`src/rtl/fx3_pkg.sv`:
```
// Shared constants and burst-tracking state encoding for the FX3 stream-OUT capture path.
package fx3_pkg;
  localparam int FX3_DATA_W     = 32;
  localparam int FX3_RD_LATENCY = 2;

  typedef enum logic [1:0] {
    IDLE   = 2'd0,
    ACTIVE = 2'd1,
    DRAIN  = 2'd2
  } burst_state_e;
endpackage

```
`src/rtl/fx3_rx_fifo.sv`:
```
// First-word-fall-through synchronous FIFO; head word is visible while not empty.
module fx3_rx_fifo
  import fx3_pkg::*;
#(
  parameter int DATA_W = FX3_DATA_W,
  parameter int DEPTH  = 16,
  localparam int PTR_W = $clog2(DEPTH),
  localparam int CNT_W = PTR_W + 1
) (
  input  logic              clk,
  input  logic              rst,
  input  logic [DATA_W-1:0] i_wdata,
  input  logic              i_push,
  input  logic              i_pop,
  output logic [DATA_W-1:0] o_rdata,
  output logic [CNT_W-1:0]  o_count,
  output logic              o_full,
  output logic              o_empty
);

  logic [DATA_W-1:0] r_mem [DEPTH];
  logic [PTR_W-1:0]  r_wr_ptr;
  logic [PTR_W-1:0]  r_rd_ptr;
  logic [CNT_W-1:0]  r_count;

  always_ff @(posedge clk or posedge rst) begin
    if (rst) begin
      r_wr_ptr <= '0;
      r_rd_ptr <= '0;
      r_count  <= '0;
    end else begin
      if (i_push) r_wr_ptr <= r_wr_ptr + PTR_W'(1);
      if (i_pop)  r_rd_ptr <= r_rd_ptr + PTR_W'(1);
      case ({i_push, i_pop})
        2'b10:   r_count <= r_count + CNT_W'(1);
        2'b01:   r_count <= r_count - CNT_W'(1);
        default: r_count <= r_count;
      endcase
    end
  end

  always_ff @(posedge clk) begin
    if (i_push) r_mem[r_wr_ptr] <= i_wdata;
  end

  assign o_count = r_count;
  assign o_empty = (r_count == '0);
  assign o_full  = (r_count == CNT_W'(DEPTH));
  // Gated so the output reads zero out of reset instead of stale storage.
  assign o_rdata = o_empty ? '0 : r_mem[r_rd_ptr];

endmodule

```
`src/rtl/fx3_stream_out_capture.sv`:
```
// Aligns FX3 SLRD/SLOE to the read latency, buffers captured words, tracks stats and bursts.
//   state  | meaning
//   IDLE   | no burst in progress
//   ACTIVE | words being pushed, controller still strobing
//   DRAIN  | strobes stopped, waiting for in-flight reads to land
module fx3_stream_out_capture
  import fx3_pkg::*;
#(
  parameter int DATA_W       = FX3_DATA_W,
  parameter int RD_LATENCY   = FX3_RD_LATENCY,
  parameter int FIFO_DEPTH   = 16,
  parameter int AFULL_MARGIN = 4
) (
  input  logic              clk_100,
  input  logic              reset,
  input  logic              slrd_n,
  input  logic              sloe_n,
  input  logic [DATA_W-1:0] fx3_data,
  output logic [DATA_W-1:0] m_data,
  output logic              m_valid,
  input  logic              m_ready,
  output logic              fifo_afull,
  output logic [31:0]       word_count,
  output logic              overflow,
  output logic              burst_done,
  output logic [15:0]       burst_len,
  input  logic              clear_stats
);

  localparam int CNT_W = $clog2(FIFO_DEPTH) + 1;

  logic [RD_LATENCY-1:0] r_rd_pipe;
  logic [31:0]           r_word_count;
  logic                  r_overflow;
  logic                  r_burst_done;
  logic [15:0]           r_burst_len;
  logic [15:0]           r_burst_cnt;
  burst_state_e          r_state;
  burst_state_e          w_state_nxt;
  logic                  w_done;
  logic                  w_strobe;
  logic                  w_wr_en;
  logic                  w_push;
  logic                  w_pop;
  logic                  w_drop;
  logic                  w_full;
  logic                  w_empty;
  logic [CNT_W-1:0]      w_count;

  assign w_strobe = ~slrd_n & ~sloe_n;
  assign w_wr_en  = r_rd_pipe[RD_LATENCY-1];
  assign w_pop    = m_valid & m_ready;
  // A full FIFO still accepts the word when the head leaves on the same edge.
  assign w_push   = w_wr_en & (~w_full | w_pop);
  assign w_drop   = w_wr_en & ~w_push;

  always_ff @(posedge clk_100 or posedge reset) begin
    if (reset) begin
      r_rd_pipe <= '0;
    end else begin
      r_rd_pipe[0] <= w_strobe;
      for (int k = 1; k < RD_LATENCY; k++) r_rd_pipe[k] <= r_rd_pipe[k-1];
    end
  end

  fx3_rx_fifo #(
    .DATA_W (DATA_W),
    .DEPTH  (FIFO_DEPTH)
  ) u_fifo (
    .clk     (clk_100),
    .rst     (reset),
    .i_wdata (fx3_data),
    .i_push  (w_push),
    .i_pop   (w_pop),
    .o_rdata (m_data),
    .o_count (w_count),
    .o_full  (w_full),
    .o_empty (w_empty)
  );

  assign m_valid    = ~w_empty;
  assign fifo_afull = (w_count >= CNT_W'(FIFO_DEPTH - AFULL_MARGIN));

  always_ff @(posedge clk_100 or posedge reset) begin
    if (reset) begin
      r_word_count <= '0;
      r_overflow   <= 1'b0;
    end else begin
      if (clear_stats)  r_word_count <= w_push ? 32'd1 : 32'd0;
      else if (w_push)  r_word_count <= r_word_count + 32'd1;
      if (w_drop)           r_overflow <= 1'b1;
      else if (clear_stats) r_overflow <= 1'b0;
    end
  end

  always_comb begin
    w_state_nxt = r_state;
    w_done      = 1'b0;
    case (r_state)
      IDLE:   if (w_push) w_state_nxt = ACTIVE;
      ACTIVE: if (sloe_n && !r_rd_pipe[0]) w_state_nxt = DRAIN;
      DRAIN: begin
        // A fresh strobe pair resumes the same burst rather than closing it.
        if (w_strobe) begin
          w_state_nxt = ACTIVE;
        end else if (r_rd_pipe == '0) begin
          w_state_nxt = IDLE;
          w_done      = 1'b1;
        end
      end
      default: w_state_nxt = IDLE;
    endcase
  end

  always_ff @(posedge clk_100 or posedge reset) begin
    if (reset) begin
      r_state      <= IDLE;
      r_burst_cnt  <= '0;
      r_burst_done <= 1'b0;
      r_burst_len  <= '0;
    end else begin
      r_state      <= w_state_nxt;
      r_burst_done <= w_done;
      if (r_state == IDLE) begin
        if (w_push) r_burst_cnt <= 16'd1;
      end else if (w_push && r_burst_cnt != 16'hFFFF) begin
        r_burst_cnt <= r_burst_cnt + 16'd1;
      end
      if (w_done) r_burst_len <= r_burst_cnt;
    end
  end

  assign word_count = r_word_count;
  assign overflow   = r_overflow;
  assign burst_done = r_burst_done;
  assign burst_len  = r_burst_len;

endmodule

```
`config.mk`:
```
export PLATFORM = sky130hd
export DESIGN_NAME = fx3_stream_out_capture
export DESIGN_NICKNAME = d
export VERILOG_FILES = /design/src/rtl/fx3_pkg.sv /design/src/rtl/fx3_rx_fifo.sv /design/src/rtl/fx3_stream_out_capture.sv
export SDC_FILE = /design/constraint.sdc
export NUM_CORES = 1
export LEC_CHECK = 0
export ABC_AREA = 1
export ABC_CLOCK_PERIOD_IN_PS = 3000
export CORE_MARGIN = 5
export CORE_UTILIZATION = 54
export CTS_CLUSTER_DIAMETER = 30
export DETAILED_ROUTE_END_ITERATION = 7
export PLACE_DENSITY = 0.77
export SYNTH_ARGS = -nofsm -noshare
export SYNTH_HDL_FRONTEND = slang
export SYNTH_SLANG_ARGS = --single-unit
```
`constraint.sdc`:
```
create_clock -name clk_100 -period 3 [get_ports clk_100]
set_input_delay 0.45 -clock clk_100 [delete_from_list [all_inputs] [get_ports clk_100]]
set_output_delay 0.45 -clock clk_100 [all_outputs]
set_load 0.01 [all_outputs]
```
==> summary.md <==
| Metric | Value |
|---|---|
| Count of pins over their slew limit | 0 |
| Most instantiated library cell after synthesis | sky130_fd_sc_hd__nand2_1 |
| Number of sinks driven by the clock tree | 595 |
| Post-Route Setup TNS | 0 ns |
| Share of Yosys cell area claimed by the top area cell type | 61.4% |
| Via count of the first global-routing pass | 19,000 |
| Post-route fraction of the period consumed by the critical path | 97.5% |
| Async set or reset register ratio after synthesis | 13.9% |
| Sum of met2 wire segment lengths after detailed routing | 33.7 mm |
| Worst setup path startpoint | u_fifo.r_rd_ptr[0]$_DFFE_PP0N_ |
| Number of port buffers | 121 |
| Worst endpoint required time | 2.55 ns |
| Power Density | 1010 mW/mm^2 |
| Biggest fanout along the worst timing path | 54 |
| Full die area | 0.0508 mm^2 |
| Tightest hold margin | 0.184 ns |
| Maximum capacitance violations | 0 |
| Post-route clock skew | 0.0341 ns |
| Run status | finished, final reports clean |
| First-pass DRT Iterations | 7 |
| Initial DRC count | 2,122 |
| Total Wirelength | 68.8 mm |
| Fmax | 0.342 GHz |
| Crit path DAT | 2.48 ns |
| Post-route antenna net violation count | 0 |
| Post-layout min period | 2.93 ns |
| Cell accounting for the most synthesized area | sky130_fd_sc_hd__edfxtp_1 |
| Total number of H-tree levels | 3 |
| CTS tree | done |
| Clock-pin slew on the worst setup and hold paths | 0.05 ns |
| Initial antenna violation count | 2 |
| RSZ-0062 raised after global routing | true |
| Setup violations, final | 0 |
| Core Footprint | 0.0463 mm^2 |
| Total of hold buffers inserted after clock tree synthesis | 0 |
| Area of the mapped netlist | 0.0250 mm^2 |
| Congestion Overflow GR | 0 |
| Io pins | 122 |
| Number of failing hold endpoints at the final stage | 0 |
| Actual slew at the worst max-slew pin | 0.745 ns |
| Element type at the critical path end | output port |
| Post-synth EDFFs | 512 |
| Horizontal die dimension | 225 um |
| Top post-synthesis cells by area | sky130_fd_sc_hd__edfxtp_1, sky130_fd_sc_hd__nand2_1, sky130_fd_sc_hd__nand3_1 |
| Total vias in the final route | 18,900 |
| Synthesized area divided by synthesized cell count | 10.6 um^2 |
| Static leakage power | 12.2 nW |
| Clock root cell | sky130_fd_sc_hd__clkbuf_16 |
| Placer congestion estimate | 0.867 |
| Proportion of layout cells with a drive suffix above 1 | 12.6% |
| Worst vdd rail ir drop | 0.000607 V |
| Synth warnings | 0 |
| Effective utilization at floorplan | 54.1% |
| Cell count after synthesis | 2,354 |
| Worst slew margin relative to its limit | 50.2% |
| Floorplan row count | 79 |
| Kind of start point of the critical path | flip-flop |
| Synthesis-to-layout area growth | 26.3% |
| Synthesized flop and latch total | 595 |
| Half-perimeter wire length after detailed placement | 36.0 mm |
| Startpoint of the worst register-to-register path | r_burst_cnt[1]$_DFFE_PP0P_ |
| Chip Height | 225 um |
| WL met3 | 6.71 mm |
| Leading register cell type out of synthesis | sky130_fd_sc_hd__edfxtp_1 |
| Clock insertion delay at the later pin of the skew report | 0.66 ns |
| Number of design rule violations left after detail routing | 0 |
| Sequential cell area in the final layout | 0.0175 mm^2 |
| Met1 wire length | 25.6 mm |
| Largest net degree at the start of global routing | 58 |
| Number of nets in the final layout | 2,598 |
| Placed cells | 3,026 |
| Type of the tightest min-delay check | primary input to asynchronous set/reset pin |
| Multi-input logic area | 0.00696 mm^2 |
| Proportion of synthesized chip area in sequential cells | 69.7% |
| Wire per inst | 21.2 um |
| Commonest cells in the synthesized netlist | sky130_fd_sc_hd__nand2_1, sky130_fd_sc_hd__edfxtp_1, sky130_fd_sc_hd__nand3_1 |
| Longest Clk Path Bufs | 3 |
| Fill cell total of the finished layout | 3,131 |
| Highest metal used | met5 |
| Final Instance Count excl. Fillers | 3,252 |
| Synth cell types | 29 |
| Vias per inst | 5.82 |
| Global-route wire length before repair | 105 mm |
| Critical setup path kind | flip-flop to output port |
| Tot GR Track Use | 26.6% |
| CTS Buf Count | 112 |
| Net count of the mapped netlist | 2,403 |
-- cells by family (layout without fill, tap and decap cells) --
logic type	after synthesis	after routing	synth area share, %
buf+inv	196	486	3.17
compound gates	88	88	1.86
flops	595	595	69.7
simple gates	1448	1448	24.1
fa+ha+maj	11	11	0.580
other cells	0	1	0
xor+xnor	16	16	0.560
-- per-layer routing --
metal,global-route usage (%),vias up
met1,33.3,9057
met4,11.8,2
met2,44.1,1111
li1,-,8506
met3,6.80,237
met5,0,-
-- critical path, stage by stage (launching register included) --
cell and delay (ns):
sky130_fd_sc_hd__dfrtp_4 0.46, sky130_fd_sc_hd__buf_4 0.17, sky130_fd_sc_hd__buf_16 0.23, sky130_fd_sc_hd__nand2_1 0.11, sky130_fd_sc_hd__nand3_1 0.14, sky130_fd_sc_hd__nand3_1 0.12
sky130_fd_sc_hd__nand2_1 0.09, sky130_fd_sc_hd__nand2_1 0.06, sky130_fd_sc_hd__a21oi_1 0.21, sky130_fd_sc_hd__clkbuf_4 0.23
-- power breakdown --
group          total [mW]  leakage [nW]  switching, mW  internal (mW)
sequential           9.83          5.73          0.296           9.53
combinational        9.75          4.61           6.39           3.36
clock                12.3          1.83           4.31           8.00
-- timing repair --
item                                    4_1_cts  5_1_grt
buffers inserted                              6        1
resized for setup                            81       59
endpoints found under the setup margin       32       32
gates cloned                                  7        3
pin swaps                                     2        6
-- cells in the final DEF, fill, tap and decap left out, types with 3 or more instances in the layout --
| master | synthesis | layout |
|---|---|---|
| sky130_fd_sc_hd__clkinv_16 | 0 | 4 |
| sky130_fd_sc_hd__xnor2_1 | 3 | 3 |
| sky130_fd_sc_hd__buf_12 | 0 | 28 |
| sky130_fd_sc_hd__a21oi_2 | 0 | 13 |
| sky130_fd_sc_hd__ha_1 | 10 | 10 |
| sky130_fd_sc_hd__clkbuf_1 | 72 | 11 |
| sky130_fd_sc_hd__clkinvlp_4 | 0 | 9 |
| sky130_fd_sc_hd__buf_16 | 0 | 11 |
| sky130_fd_sc_hd__dfrtp_1 | 83 | 80 |
| sky130_fd_sc_hd__clkinv_1 | 1 | 15 |
| sky130_fd_sc_hd__clkbuf_16 | 0 | 115 |
| sky130_fd_sc_hd__clkinv_2 | 0 | 18 |
| sky130_fd_sc_hd__edfxtp_1 | 512 | 512 |
| sky130_fd_sc_hd__buf_4 | 1 | 36 |
| sky130_fd_sc_hd__nand2_1 | 869 | 869 |
| sky130_fd_sc_hd__clkbuf_2 | 0 | 25 |
| sky130_fd_sc_hd__bufinv_16 | 0 | 12 |
| sky130_fd_sc_hd__nor2_1 | 122 | 106 |
| sky130_fd_sc_hd__inv_1 | 73 | 70 |
| sky130_fd_sc_hd__clkdlybuf4s50_1 | 0 | 89 |
| sky130_fd_sc_hd__clkinv_4 | 0 | 10 |
| sky130_fd_sc_hd__inv_6 | 0 | 17 |
| sky130_fd_sc_hd__nand3_1 | 434 | 434 |
| sky130_fd_sc_hd__nor3_1 | 4 | 4 |
| sky130_fd_sc_hd__a21oi_1 | 44 | 31 |
| sky130_fd_sc_hd__o21ai_0 | 37 | 37 |
| sky130_fd_sc_hd__nand4_1 | 16 | 16 |
| sky130_fd_sc_hd__clkbuf_8 | 0 | 3 |
| sky130_fd_sc_hd__nor2_4 | 0 | 16 |
| sky130_fd_sc_hd__xor2_1 | 13 | 13 |
-- through the flow --
stage	total power [mW]	util (%)	area, um^2	worst slack [ns]
floorplan	15.3	-	25000	0.149
global placement	18.7	59.5	27500	0.268
detailed placement	19.0	59.5	27500	0.183
global route	33.3	68.3	31600	-0.0226
finish	31.9	68.3	31600	0.0737
CTS	31.8	68.4	31600	-0.00570
-- flip-flops by register name, summed over array words and instances, names as in the netlist, 2 cells and up --
name,flops
word_count,32
u_fifo.r_rd_ptr,4
burst_len,16
u_fifo.r_mem,512
u_fifo.r_wr_ptr,4
u_fifo.o_count,5
r_state,2
r_rd_pipe,2
r_burst_cnt,16
-- final cells by class --
cell class / count / area share, %
inverters: 74 / 0.974
well taps: 607 / 2.40
repair buffers: 201 / 7.30
multi-input cells: 1563 / 22.0
repair inverters: 2 / 0.0791
clock buffers: 126 / 9.13
flip-flops and latches: 595 / 55.2
clock inverters: 83 / 2.86
diodes: 1 / 0.00791
-- final timing paths --
check	to	depth (start not counted)	slack [ns]
hold reg to reg	r_rd_pipe[1]$_DFF_PP0_	0	0.41
setup reg to reg	r_burst_cnt[11]$_DFFE_PP0P_	8	0.72
setup / recovery	m_data[23]	9	0.07
max in group asynchronous	u_fifo.r_rd_ptr[0]$_DFFE_PP0N_	3	2.09
min in group clk_100	r_rd_pipe[0]$_DFF_PP0_	2	0.37
hold / removal	word_count[8]$_DFFE_PP0P_	2	0.18
Power figures use the tool's default switching activity.
